## config.mk

```make
export PLATFORM = sky130hd
export DESIGN_NAME = wb_stage_flat
export DESIGN_NICKNAME = d
export VERILOG_FILES = /design/src/rtl/wb_stage_if.sv /design/src/rtl/wb_stage.sv /design/src/flat_wrapper.sv
export SDC_FILE = /design/constraint.sdc
export NUM_CORES = 1
export LEC_CHECK = 0
export ABC_AREA = 1
export CAP_MARGIN = 30
export CORE_ASPECT_RATIO = 1.1
export CORE_MARGIN = 1.5
export CORE_UTILIZATION = 25
export CTS_CLUSTER_SIZE = 8
export DETAILED_ROUTE_END_ITERATION = 8
export SYNTH_ARGS = -nofsm -noshare
export SYNTH_HDL_FRONTEND = slang
export SYNTH_SLANG_ARGS = --single-unit
export TNS_END_PERCENT = 50
```

## constraint.sdc

```tcl
create_clock -name clk -period 2 [get_ports clk]
set_clock_uncertainty 0.2 [all_clocks]
set_input_delay 0.6 -clock clk [delete_from_list [all_inputs] [get_ports clk]]
set_output_delay 0.6 -clock clk [all_outputs]
set_load 0.005 [all_outputs]
```

## src/rtl/wb_stage_if.sv

```systemverilog
// Writeback stage bus: execute request, data-memory response, regfile write port,
// hazard scoreboard and error pulses.
interface wb_stage_if;
    logic        ex_valid;
    logic        ex_ready;
    logic [4:0]  ex_rd;
    logic [31:0] ex_wd;
    logic        ex_is_load;
    logic [2:0]  ex_funct3;
    logic [1:0]  ex_addr_lo;
    logic        mem_rsp_valid;
    logic [31:0] mem_rsp_data;
    logic        rf_we;
    logic [4:0]  rf_rd;
    logic [31:0] rf_wd;
    logic        hz_pending;
    logic [4:0]  hz_rd;
    logic        err_misalign;
    logic        err_timeout;

    modport slave (
        input  ex_valid, ex_rd, ex_wd, ex_is_load, ex_funct3, ex_addr_lo,
        input  mem_rsp_valid, mem_rsp_data,
        output ex_ready, rf_we, rf_rd, rf_wd, hz_pending, hz_rd,
        output err_misalign, err_timeout
    );

    modport master (
        output ex_valid, ex_rd, ex_wd, ex_is_load, ex_funct3, ex_addr_lo,
        output mem_rsp_valid, mem_rsp_data,
        input  ex_ready, rf_we, rf_rd, rf_wd, hz_pending, hz_rd,
        input  err_misalign, err_timeout
    );
endinterface

```

## src/rtl/wb_stage.sv

```systemverilog
// Writeback stage: ALU results write one cycle after acceptance; loads wait for the
// memory response, get extracted/extended, then write. rf_we is active-low.
module wb_stage #(
    parameter int unsigned TIMEOUT = 16
) (
    input  logic      clk,
    input  logic      rst_n,
    wb_stage_if.slave bus
);
    localparam int unsigned CNT_W = $clog2(TIMEOUT + 1);

    localparam logic [2:0] F3_LB  = 3'b000;
    localparam logic [2:0] F3_LH  = 3'b001;
    localparam logic [2:0] F3_LW  = 3'b010;
    localparam logic [2:0] F3_LBU = 3'b100;
    localparam logic [2:0] F3_LHU = 3'b101;

    typedef enum logic {ST_IDLE, ST_WAIT_RSP} state_t;

    state_t           r_state, w_state_nxt;
    logic [CNT_W-1:0] r_cnt, w_cnt_nxt, w_cnt_inc;
    logic [4:0]       r_ld_rd, w_ld_rd_nxt;
    logic [2:0]       r_ld_f3, w_ld_f3_nxt;
    logic [1:0]       r_ld_lo, w_ld_lo_nxt;
    logic             r_rf_we, w_rf_we_nxt;
    logic [4:0]       r_rf_rd, w_rf_rd_nxt;
    logic [31:0]      r_rf_wd, w_rf_wd_nxt;
    logic             r_hz_pending, w_hz_pending_nxt;
    logic [4:0]       r_hz_rd, w_hz_rd_nxt;
    logic             r_err_misalign, w_err_misalign_nxt;
    logic             r_err_timeout, w_err_timeout_nxt;
    logic             w_ld_legal;

    // Byte/half extraction from the aligned word, then sign or zero extension.
    function automatic logic [31:0] load_fmt(input logic [31:0] data,
                                             input logic [2:0]  f3,
                                             input logic [1:0]  lo);
        logic [7:0]  b;
        logic [15:0] h;
        b = data[{lo, 3'b000} +: 8];
        h = data[{lo[1], 4'b0000} +: 16];
        case (f3)
            F3_LB:   load_fmt = {{24{b[7]}}, b};
            F3_LH:   load_fmt = {{16{h[15]}}, h};
            F3_LBU:  load_fmt = {24'h0, b};
            F3_LHU:  load_fmt = {16'h0, h};
            default: load_fmt = data;
        endcase
    endfunction

    always_comb begin
        case (bus.ex_funct3)
            F3_LB, F3_LBU: w_ld_legal = 1'b1;
            F3_LH, F3_LHU: w_ld_legal = ~bus.ex_addr_lo[0];
            F3_LW:         w_ld_legal = (bus.ex_addr_lo == 2'b00);
            default:       w_ld_legal = 1'b0;
        endcase
    end

    assign w_cnt_inc    = r_cnt + CNT_W'(1);
    assign bus.ex_ready = (r_state == ST_IDLE);

    always_comb begin
        w_state_nxt        = r_state;
        w_cnt_nxt          = r_cnt;
        w_ld_rd_nxt        = r_ld_rd;
        w_ld_f3_nxt        = r_ld_f3;
        w_ld_lo_nxt        = r_ld_lo;
        w_rf_we_nxt        = 1'b1;
        w_rf_rd_nxt        = r_rf_rd;
        w_rf_wd_nxt        = r_rf_wd;
        w_hz_pending_nxt   = r_hz_pending;
        w_hz_rd_nxt        = r_hz_rd;
        w_err_misalign_nxt = 1'b0;
        w_err_timeout_nxt  = 1'b0;

        case (r_state)
            ST_IDLE: begin
                if (bus.ex_valid) begin
                    if (!bus.ex_is_load) begin
                        if (bus.ex_rd != 5'd0) begin
                            w_rf_we_nxt = 1'b0;
                            w_rf_rd_nxt = bus.ex_rd;
                            w_rf_wd_nxt = bus.ex_wd;
                        end
                    end else if (!w_ld_legal) begin
                        w_err_misalign_nxt = 1'b1;
                    end else begin
                        w_ld_rd_nxt      = bus.ex_rd;
                        w_ld_f3_nxt      = bus.ex_funct3;
                        w_ld_lo_nxt      = bus.ex_addr_lo;
                        w_cnt_nxt        = '0;
                        w_state_nxt      = ST_WAIT_RSP;
                        w_hz_pending_nxt = 1'b1;
                        w_hz_rd_nxt      = bus.ex_rd;
                    end
                end
            end
            ST_WAIT_RSP: begin
                // A response arriving on the final allowed cycle still beats the timeout.
                if (bus.mem_rsp_valid) begin
                    if (r_ld_rd != 5'd0) begin
                        w_rf_we_nxt = 1'b0;
                        w_rf_rd_nxt = r_ld_rd;
                        w_rf_wd_nxt = load_fmt(bus.mem_rsp_data, r_ld_f3, r_ld_lo);
                    end
                    w_state_nxt      = ST_IDLE;
                    w_hz_pending_nxt = 1'b0;
                    w_hz_rd_nxt      = 5'd0;
                end else if (w_cnt_inc == CNT_W'(TIMEOUT)) begin
                    w_err_timeout_nxt = 1'b1;
                    w_cnt_nxt         = '0;
                    w_state_nxt       = ST_IDLE;
                    w_hz_pending_nxt  = 1'b0;
                    w_hz_rd_nxt       = 5'd0;
                end else begin
                    w_cnt_nxt = w_cnt_inc;
                end
            end
            default: w_state_nxt = ST_IDLE;
        endcase
    end

    always_ff @(posedge clk or negedge rst_n) begin
        if (!rst_n) begin
            r_state        <= ST_IDLE;
            r_cnt          <= '0;
            r_ld_rd        <= 5'd0;
            r_ld_f3        <= 3'd0;
            r_ld_lo        <= 2'd0;
            r_rf_we        <= 1'b1;
            r_rf_rd        <= 5'd0;
            r_rf_wd        <= 32'd0;
            r_hz_pending   <= 1'b0;
            r_hz_rd        <= 5'd0;
            r_err_misalign <= 1'b0;
            r_err_timeout  <= 1'b0;
        end else begin
            r_state        <= w_state_nxt;
            r_cnt          <= w_cnt_nxt;
            r_ld_rd        <= w_ld_rd_nxt;
            r_ld_f3        <= w_ld_f3_nxt;
            r_ld_lo        <= w_ld_lo_nxt;
            r_rf_we        <= w_rf_we_nxt;
            r_rf_rd        <= w_rf_rd_nxt;
            r_rf_wd        <= w_rf_wd_nxt;
            r_hz_pending   <= w_hz_pending_nxt;
            r_hz_rd        <= w_hz_rd_nxt;
            r_err_misalign <= w_err_misalign_nxt;
            r_err_timeout  <= w_err_timeout_nxt;
        end
    end

    assign bus.rf_we        = r_rf_we;
    assign bus.rf_rd        = r_rf_rd;
    assign bus.rf_wd        = r_rf_wd;
    assign bus.hz_pending   = r_hz_pending;
    assign bus.hz_rd        = r_hz_rd;
    assign bus.err_misalign = r_err_misalign;
    assign bus.err_timeout  = r_err_timeout;
endmodule

```

## src/flat_wrapper.sv

```systemverilog
// flat-port wrapper written by rule: the top's interface ports become plain ports
module wb_stage_flat 
#(
    parameter int unsigned TIMEOUT = 16
)
  (clk, rst_n, bus_ex_valid, bus_ex_rd, bus_ex_wd, bus_ex_is_load, bus_ex_funct3, bus_ex_addr_lo, bus_mem_rsp_valid, bus_mem_rsp_data, bus_ex_ready, bus_rf_we, bus_rf_rd, bus_rf_wd, bus_hz_pending, bus_hz_rd, bus_err_misalign, bus_err_timeout);
  wb_stage_if bus_i ();
  input  logic clk;
  input  logic rst_n;
  input wire logic [$bits(bus_i.ex_valid)-1:0] bus_ex_valid;
  input wire logic [$bits(bus_i.ex_rd)-1:0] bus_ex_rd;
  input wire logic [$bits(bus_i.ex_wd)-1:0] bus_ex_wd;
  input wire logic [$bits(bus_i.ex_is_load)-1:0] bus_ex_is_load;
  input wire logic [$bits(bus_i.ex_funct3)-1:0] bus_ex_funct3;
  input wire logic [$bits(bus_i.ex_addr_lo)-1:0] bus_ex_addr_lo;
  input wire logic [$bits(bus_i.mem_rsp_valid)-1:0] bus_mem_rsp_valid;
  input wire logic [$bits(bus_i.mem_rsp_data)-1:0] bus_mem_rsp_data;
  output wire logic [$bits(bus_i.ex_ready)-1:0] bus_ex_ready;
  output wire logic [$bits(bus_i.rf_we)-1:0] bus_rf_we;
  output wire logic [$bits(bus_i.rf_rd)-1:0] bus_rf_rd;
  output wire logic [$bits(bus_i.rf_wd)-1:0] bus_rf_wd;
  output wire logic [$bits(bus_i.hz_pending)-1:0] bus_hz_pending;
  output wire logic [$bits(bus_i.hz_rd)-1:0] bus_hz_rd;
  output wire logic [$bits(bus_i.err_misalign)-1:0] bus_err_misalign;
  output wire logic [$bits(bus_i.err_timeout)-1:0] bus_err_timeout;
  assign bus_i.ex_valid = bus_ex_valid;
  assign bus_i.ex_rd = bus_ex_rd;
  assign bus_i.ex_wd = bus_ex_wd;
  assign bus_i.ex_is_load = bus_ex_is_load;
  assign bus_i.ex_funct3 = bus_ex_funct3;
  assign bus_i.ex_addr_lo = bus_ex_addr_lo;
  assign bus_i.mem_rsp_valid = bus_mem_rsp_valid;
  assign bus_i.mem_rsp_data = bus_mem_rsp_data;
  assign bus_ex_ready = bus_i.ex_ready;
  assign bus_rf_we = bus_i.rf_we;
  assign bus_rf_rd = bus_i.rf_rd;
  assign bus_rf_wd = bus_i.rf_wd;
  assign bus_hz_pending = bus_i.hz_pending;
  assign bus_hz_rd = bus_i.hz_rd;
  assign bus_err_misalign = bus_i.err_misalign;
  assign bus_err_timeout = bus_i.err_timeout;
  wb_stage #(.TIMEOUT(TIMEOUT)) u_core (.clk(clk), .rst_n(rst_n), .bus(bus_i));
endmodule
```

==> results of run 1 <==
==> cell usage in the layout, fill, tap and decap left out, drive strengths merged, types with 2 or more instances in the layout <==
master,count
nand2,204
dfrtp,61
o211ai,3
or2,2
buf,39
nand3,47
a21oi,40
clkinv,2
inv,44
clkbuf,9
nand4,4
bufinv,2
o21ai,16
dlygate4sd2,19
clkdlybuf4s50,84
dlymetal6s2s,21
nor2,135
==> worst max-delay path by stage <==
stage	startpoint	endpoint	slack, ns	depth (start not counted)
4_1_cts	u_core.bus.rf_wd[5]	bus_rf_wd[5]	0.0001	1
3_5_place_dp	bus_ex_rd[1]	u_core.bus.rf_wd[6]	-0.20	9
5_1_grt	u_core.bus.rf_wd[8]	bus_rf_wd[8]	0.0007	1
2_1_floorplan	u_core.r_state	bus_ex_ready	0.30	4
6_report	u_core.bus.rf_wd[3]	bus_rf_wd[3]	0.03	1
3_3_place_gp	bus_ex_rd[2]	u_core.bus.rf_wd[12]	-0.20	9
==> through the flow <==
step	TNS [ns]	utilization, %
after CTS	0	38.3
after global routing	0	38.8
after floorplan	0	-
final	0	38.8
after global placement	-8.46	36.2
after detailed placement	-8.52	36.2
==> power breakdown <==
group	internal (mW)	leakage (nW)	switching [mW]
Combinational	0.906	2.18	0.973
Sequential	1.56	0.761	0.188
Clock	1.11	0.161	0.639
Total	3.57	3.11	1.80
==> routing by layer <==
| layer | routed length, µm | up-vias | track usage (%) |
|---|---|---|---|
| li1 | - | 2133 | - |
| met1 | 5380 | 1859 | 20.8 |
| met2 | 6070 | 123 | 27.1 |
| met3 | 815 | 17 | 3.62 |
| met4 | 177 | 4 | 3.79 |
| met5 | 25 | - | 0 |
==> layout make-up <==
| class | count | area [µm²] |
|---|---|---|
| well taps | 196 | 245 |
| inverters | 41 | 159 |
| clock buffers | 9 | 225 |
| repair buffers | 163 | 1610 |
| flip-flops and latches | 62 | 1550 |
| clock inverters | 7 | 104 |
| multi-input cells | 456 | 1930 |
| fillers | 1589 | 9220 |
==> repair_timing <==
action                                  CTS  global route
resized for setup                        19            23
hold buffers                              0             0
endpoints found under the setup margin   19            23
endpoints found under the hold margin     0             0
buffers inserted                          1             1
==> cell families after synthesis <==
family                   after synthesis  synth area share [%]
buffers and inverters                 72                  9.20
flip-flops                            62                  40.5
AND/OR/NAND/NOR                      394                  41.5
adder cells (fa/ha/maj)                1                 0.326
AO/OA/AOI/OAI                         61                  8.55
==> flip-flops by register name, summed over array words and instances (netlist names) <==
name	flops
u_core.bus.err_misalign	1
u_core.bus.rf_we	1
u_core.bus.rf_rd	5
u_core.r_state	1
u_core.r_cnt	5
u_core.r_ld_lo	2
u_core.bus.rf_wd	32
u_core.r_ld_rd	5
u_core.bus.hz_rd	5
u_core.bus.hz_pending	1
u_core.r_ld_f3	3
u_core.bus.err_timeout	1
==> impl_metrics.toml, run 1 <==
[status]
run_status = "finished clean"

[worst_setup_path]
cell_depth_of_the_worst_flop_to_flop_path = 8
worst_setup_ep_type = "primary output"
timing.reg2reg.setup_slack_ns = 0.23
timing_worst_setup_path_type = "reg -> out"
critical_path.top_delay_family = "buffers and inverters"
rr_endpoint = "u_core.bus.rf_wd[12]"
timing.critical_path.required_ns = 1.20
critical_path.startpoint_type = "flop"
crit_buf_inv = 1
worst_r2r_startpoint = "u_core.r_state"
crit_arrival_ns = 1.17
cp_slowest_cell = "sky130_fd_sc_hd__clkdlybuf4s50_1"
worstPathCellList = "clkdlybuf4s50_1"
cpPeakStageDelay_ns = 0.50
critical_path_peak_fanout = 2

[logic_synthesis]
synthDistinctLibCells = 28
synth_instances = 590
ys_dominant_reg_cell = "sky130_fd_sc_hd__dfrtp_1"
synth_sequential_area_ratio_pct = 40.5
fraction_of_post_synthesis_cell_area_in_the_top_cell_type_by_area_pct = 39.8
avgSynthCellArea_um2 = 6.50
synthDominantAreaCellType = "sky130_fd_sc_hd__dfrtp_1"
post_synth_edffs = 0
synth_nets = 670
synth_warnings = 0
yosysMostFrequentCell = "sky130_fd_sc_hd__nand2_1"
netlist_top_cells_count = "203 x sky130_fd_sc_hd__nand2_1, 132 x sky130_fd_sc_hd__nor2_1, 61 x sky130_fd_sc_hd__dfrtp_1"
synthArstFlopShare_pct = 100
post_synth_main_area_contributors = "sky130_fd_sc_hd__dfrtp_1 40%, sky130_fd_sc_hd__nand2_1 20%, sky130_fd_sc_hd__nor2_1 13%"
syn-cell-area_um2 = 3840
synth-seq-cells = 62

[floorplanning]
io_pins = 126
fp.dieArea_um2 = 16100
floorplan.die.width_um = 121
core_um2 = 15100
start_util_pct = 25.5
floorplan.rows = 47
fp.dieH_um = 133

[global_route]
grt_overflow_total = 0
grt_start_max_net_pins = 63
gr-usage-all-layers_pct = 16.0
first_global_vias = 3974
grt_first_pass_wirelength_um = 20300
initial_antenna_violation_count = 3

[detailed_routing]
initialDrtViolationCount = 176
drt-vias-per-instance = 4.43
vias = 4136
wl_per_cell_um = 13.3
routed_wirelength_um = 12500
drt_drc_violations_left = 0
final_antenna_net_count = 0
drt_pass1_iterations = 4

[timing]
worst-slew-pin-transition_ns = 0.370
finalHoldViolations = 0
grt_setup_unrepaired = "no"
worst_slew_margin_rel_pct = 75.3
timing.final.ws_setup_ns = 0.0265
worst_hold_slack_ns = 0.0780
finalMaxSlewViolations = 0
period_minus_slack_ns = 1.97
report.final.setup_viol = 0
final_period_util_pct = 98.7
max_freq_mhz = 507

[placement]
pre_cts_ws_ns = -0.202
finalWeightedCongestion = 0.831
portBuffers = 125
post-place-cells = 916
dp.final_hpwl_um = 9180
place_area_um2 = 5450

[pwr]
power.total_mw = 5.37
power.static_leakage_nw = 3.11
powerDensity_nw_per_um2 = 920
power.ir.vdd_worst_mv = 0.533

[clocking]
cts.root.buffer_cell = "sky130_fd_sc_hd__clkbuf_16"
htree_levels = 3
tritoncts = "done"
clkSlewWorstSetupHoldPaths_ns = 0.06
clock_tree.buffer_depth = 2
cts_sinks = 62
clock_insertion_delay_worst_skew_ns = 0.33
cts_buf_count = 9

[hold_path]
min_path_type = "in -> async"

[cells_and_area]
fin_area_um2 = 5830
antenna_cells = 0
area.growth.synth_to_final_pct = 52.1
finish.net_count = 813
drive_above_1_share_pct = 9.89
stdcell_count = 934

[run]
maxCapViolations = 0
No activity file was read; power rests on OpenSTA's default activity.
==> run 2: changes to the inputs <==
- ABC_AREA: 1 -> not set
==> run 2 against run 1 <==
Fmax about the same. Flip-flop and latch count stayed put. First-iteration DRC count is 12% higher.
==> impl_metrics.toml, run 2 <==
[logic_synthesis]
synth_warnings = 0
post_synth_edffs = 0
synthDominantAreaCellType = "sky130_fd_sc_hd__dfrtp_1"
synth_instances = 434
synth-compound-area-share_pct = 25.7
post_synth_and_or_nand_nor_area_fraction_pct = 18.6
fraction_of_post_synthesis_cell_area_in_the_top_cell_type_by_area_pct = 42.4
yosysMostFrequentCell = "sky130_fd_sc_hd__nand2_1"
post_synth_main_area_contributors = "sky130_fd_sc_hd__dfrtp_1 42%, sky130_fd_sc_hd__nand2_1 9.0%, sky130_fd_sc_hd__a21oi_1 8.9%"
synthArstFlopShare_pct = 100
synth_top_family_by_area = "compound AO/OA/AOI/OAI gates"
avgSynthCellArea_um2 = 8.29
netlist_top_cells_count = "86 x sky130_fd_sc_hd__nand2_1, 64 x sky130_fd_sc_hd__a21oi_1, 61 x sky130_fd_sc_hd__dfrtp_1"
syn-cell-area_um2 = 3600
synthDistinctLibCells = 44
synth-seq-cells = 62
synth_nets = 514
synth_mux_area_share_pct = 5.07
synth_sequential_area_ratio_pct = 43.1
ys_dominant_reg_cell = "sky130_fd_sc_hd__dfrtp_1"
synth-adder-area-share_pct = 0.348
synth_xor_area_share_pct = 0.243

[pwr]
powerDensity_nw_per_um2 = 891
power.static_leakage_nw = 2.71
power.total_mw = 5.33
power.ir.vdd_worst_mv = 0.539

[worst_setup_path]
critical_path.top_delay_family = "buffers and inverters"
timing.reg2reg.setup_slack_ns = 0.04
rr_endpoint = "u_core.bus.rf_wd[15]"
timing_worst_setup_path_type = "reg -> out"
cpPeakStageDelay_ns = 0.50
critical_path.startpoint_type = "flop"
timing.critical_path.required_ns = 1.20
crit_buf_inv = 1
cp_slowest_cell = "sky130_fd_sc_hd__clkdlybuf4s50_1"
crit_arrival_ns = 1.17
worstPathCellList = "clkdlybuf4s50_1"
cell_depth_of_the_worst_flop_to_flop_path = 8
worst_setup_ep_type = "primary output"
worst_r2r_startpoint = "u_core.r_state"
critical_path_peak_fanout = 2

[status]
run_status = "finished clean"

[floorplanning]
floorplan.die.width_um = 117
floorplan.rows = 45
io_pins = 126
start_util_pct = 25.9
core_um2 = 13900
fp.dieH_um = 129
fp.dieArea_um2 = 15100

[global_route]
grt_overflow_total = 0
first_global_vias = 4038
gr-usage-all-layers_pct = 17.5
initial_antenna_violation_count = 2
grt_first_pass_wirelength_um = 20600
grt_start_max_net_pins = 63

[detailed_routing]
routed.top_layer = "met5"
met2WireLength_um = 6530
wl_per_cell_um = 16.7
initialDrtViolationCount = 197
met3_wl_um = 740
final_antenna_net_count = 0
vias = 3948
drt_drc_violations_left = 0
drt_pass1_iterations = 4
routed_wirelength_um = 13400
drt-vias-per-instance = 4.93
wl_met1_um = 5610

[timing]
final_period_util_pct = 98.6
worst_slew_margin_rel_pct = 76.7
max_freq_mhz = 507
timing.final.ws_setup_ns = 0.0272
period_minus_slack_ns = 1.97
report.final.setup_viol = 0
setup-tns-final_ns = 0
worst_hold_slack_ns = 0.0722
grt_setup_unrepaired = "yes"
finalMaxSlewViolations = 0
finalHoldViolations = 0
worst-slew-pin-transition_ns = 0.347

[cells_and_area]
most-common-layout-cells = "80 x sky130_fd_sc_hd__nand2_1, 69 x sky130_fd_sc_hd__clkdlybuf4s50_1, 60 x sky130_fd_sc_hd__a21oi_1"
layout_commonest_cell = "sky130_fd_sc_hd__nand2_1"
largest_register_ff_count = 32
finish.net_count = 687
final_util_pct = 43.0
drive_above_1_share_pct = 20.6
area.growth.synth_to_final_pct = 66.1
count_of_filler_cells_inserted_in_the_layout = 1415

[placement]
portBuffers = 125
dp.final_hpwl_um = 9340
pre_cts_ws_ns = -0.570
finalWeightedCongestion = 0.804

[clocking]
cts_sinks = 62
cts_buf_count = 9
tritoncts = "done"
clkSlewWorstSetupHoldPaths_ns = 0.06
clock_insertion_delay_worst_skew_ns = 0.34
cts_hold_buffers = 0
clock_tree.buffer_depth = 2
htree_levels = 3
cts.root.buffer_cell = "sky130_fd_sc_hd__clkbuf_16"

[run]
maxCapViolations = 0

[hold_path]
min_path_type = "in -> async"
[run 2: what timing repair did]
item / CTS / global route
setup buffers: 1 / 1
endpoints found under the setup margin: 93 / 60
endpoints found under the hold margin: 0 / 0
cloned: 0 / 4
resized for setup: 71 / 32
pin swaps: 7 / 16
[run 2: cells by family (layout without fill, tap and decap cells)]
kind of cell,after synthesis,after routing
and+or+nand+nor,150,150
muxes,16,16
DFF,62,62
adders and majority gates,1,1
other,0,1
AOI/OAI and AO/OA,156,156
buffers and inverters,48,226
xor gates and xnor gates,1,1
[run 2: metrics by stage]
stage,instances,area [µm²]
6_report,801,5980
5_1_grt,801,5980
4_1_cts,795,5760
3_5_place_dp,778,5440
3_3_place_gp,778,5440
2_1_floorplan,434,3600
[run 2: routing by layer]
layer / up-vias / track usage, %
met4: 2 / 8.35
met5: - / 0
met3: 32 / 3.81
met1: 1903 / 20.8
li1: 1875 / -
met2: 136 / 30.2
[run 2: power breakdown]
part,switching (mW),internal [mW],leakage (nW)
Combinational,0.931,0.992,1.80
Sequential,0.229,1.57,0.757
Clock,0.582,1.03,0.152
Total,1.74,3.59,2.71
[run 2: how the worst max path moves through the flow]
stage                               startpoint              endpoint  slack (ns)  cells after the start
after floorplan              bus_ex_addr_lo[1]       u_core.r_cnt[2]       0.004                      5
after global placement       bus_ex_addr_lo[1]   u_core.bus.hz_rd[2]       -0.49                      6
final                     u_core.bus.rf_wd[22]         bus_rf_wd[22]        0.03                      1
after detailed placement     bus_ex_addr_lo[1]   u_core.bus.hz_rd[3]       -0.57                      6
after global routing            u_core.r_state  u_core.bus.rf_wd[13]       -0.02                      8
after CTS                  u_core.bus.rf_rd[2]          bus_rf_rd[2]      0.0001                      1
[run 2: layout make-up]
type / count / area (µm²) / area share [%]
multi-input cells: 324 / 1920 / 32.1
well taps: 188 / 235 / 3.93
clock inverters: 4 / 45.0 / 0.753
inverters: 17 / 71.3 / 1.19
flip-flops and latches: 62 / 1560 / 26.0
clock buffers: 12 / 256 / 4.29
diodes: 1 / 2.50 / 0.0418
repair buffers: 193 / 1900 / 31.7
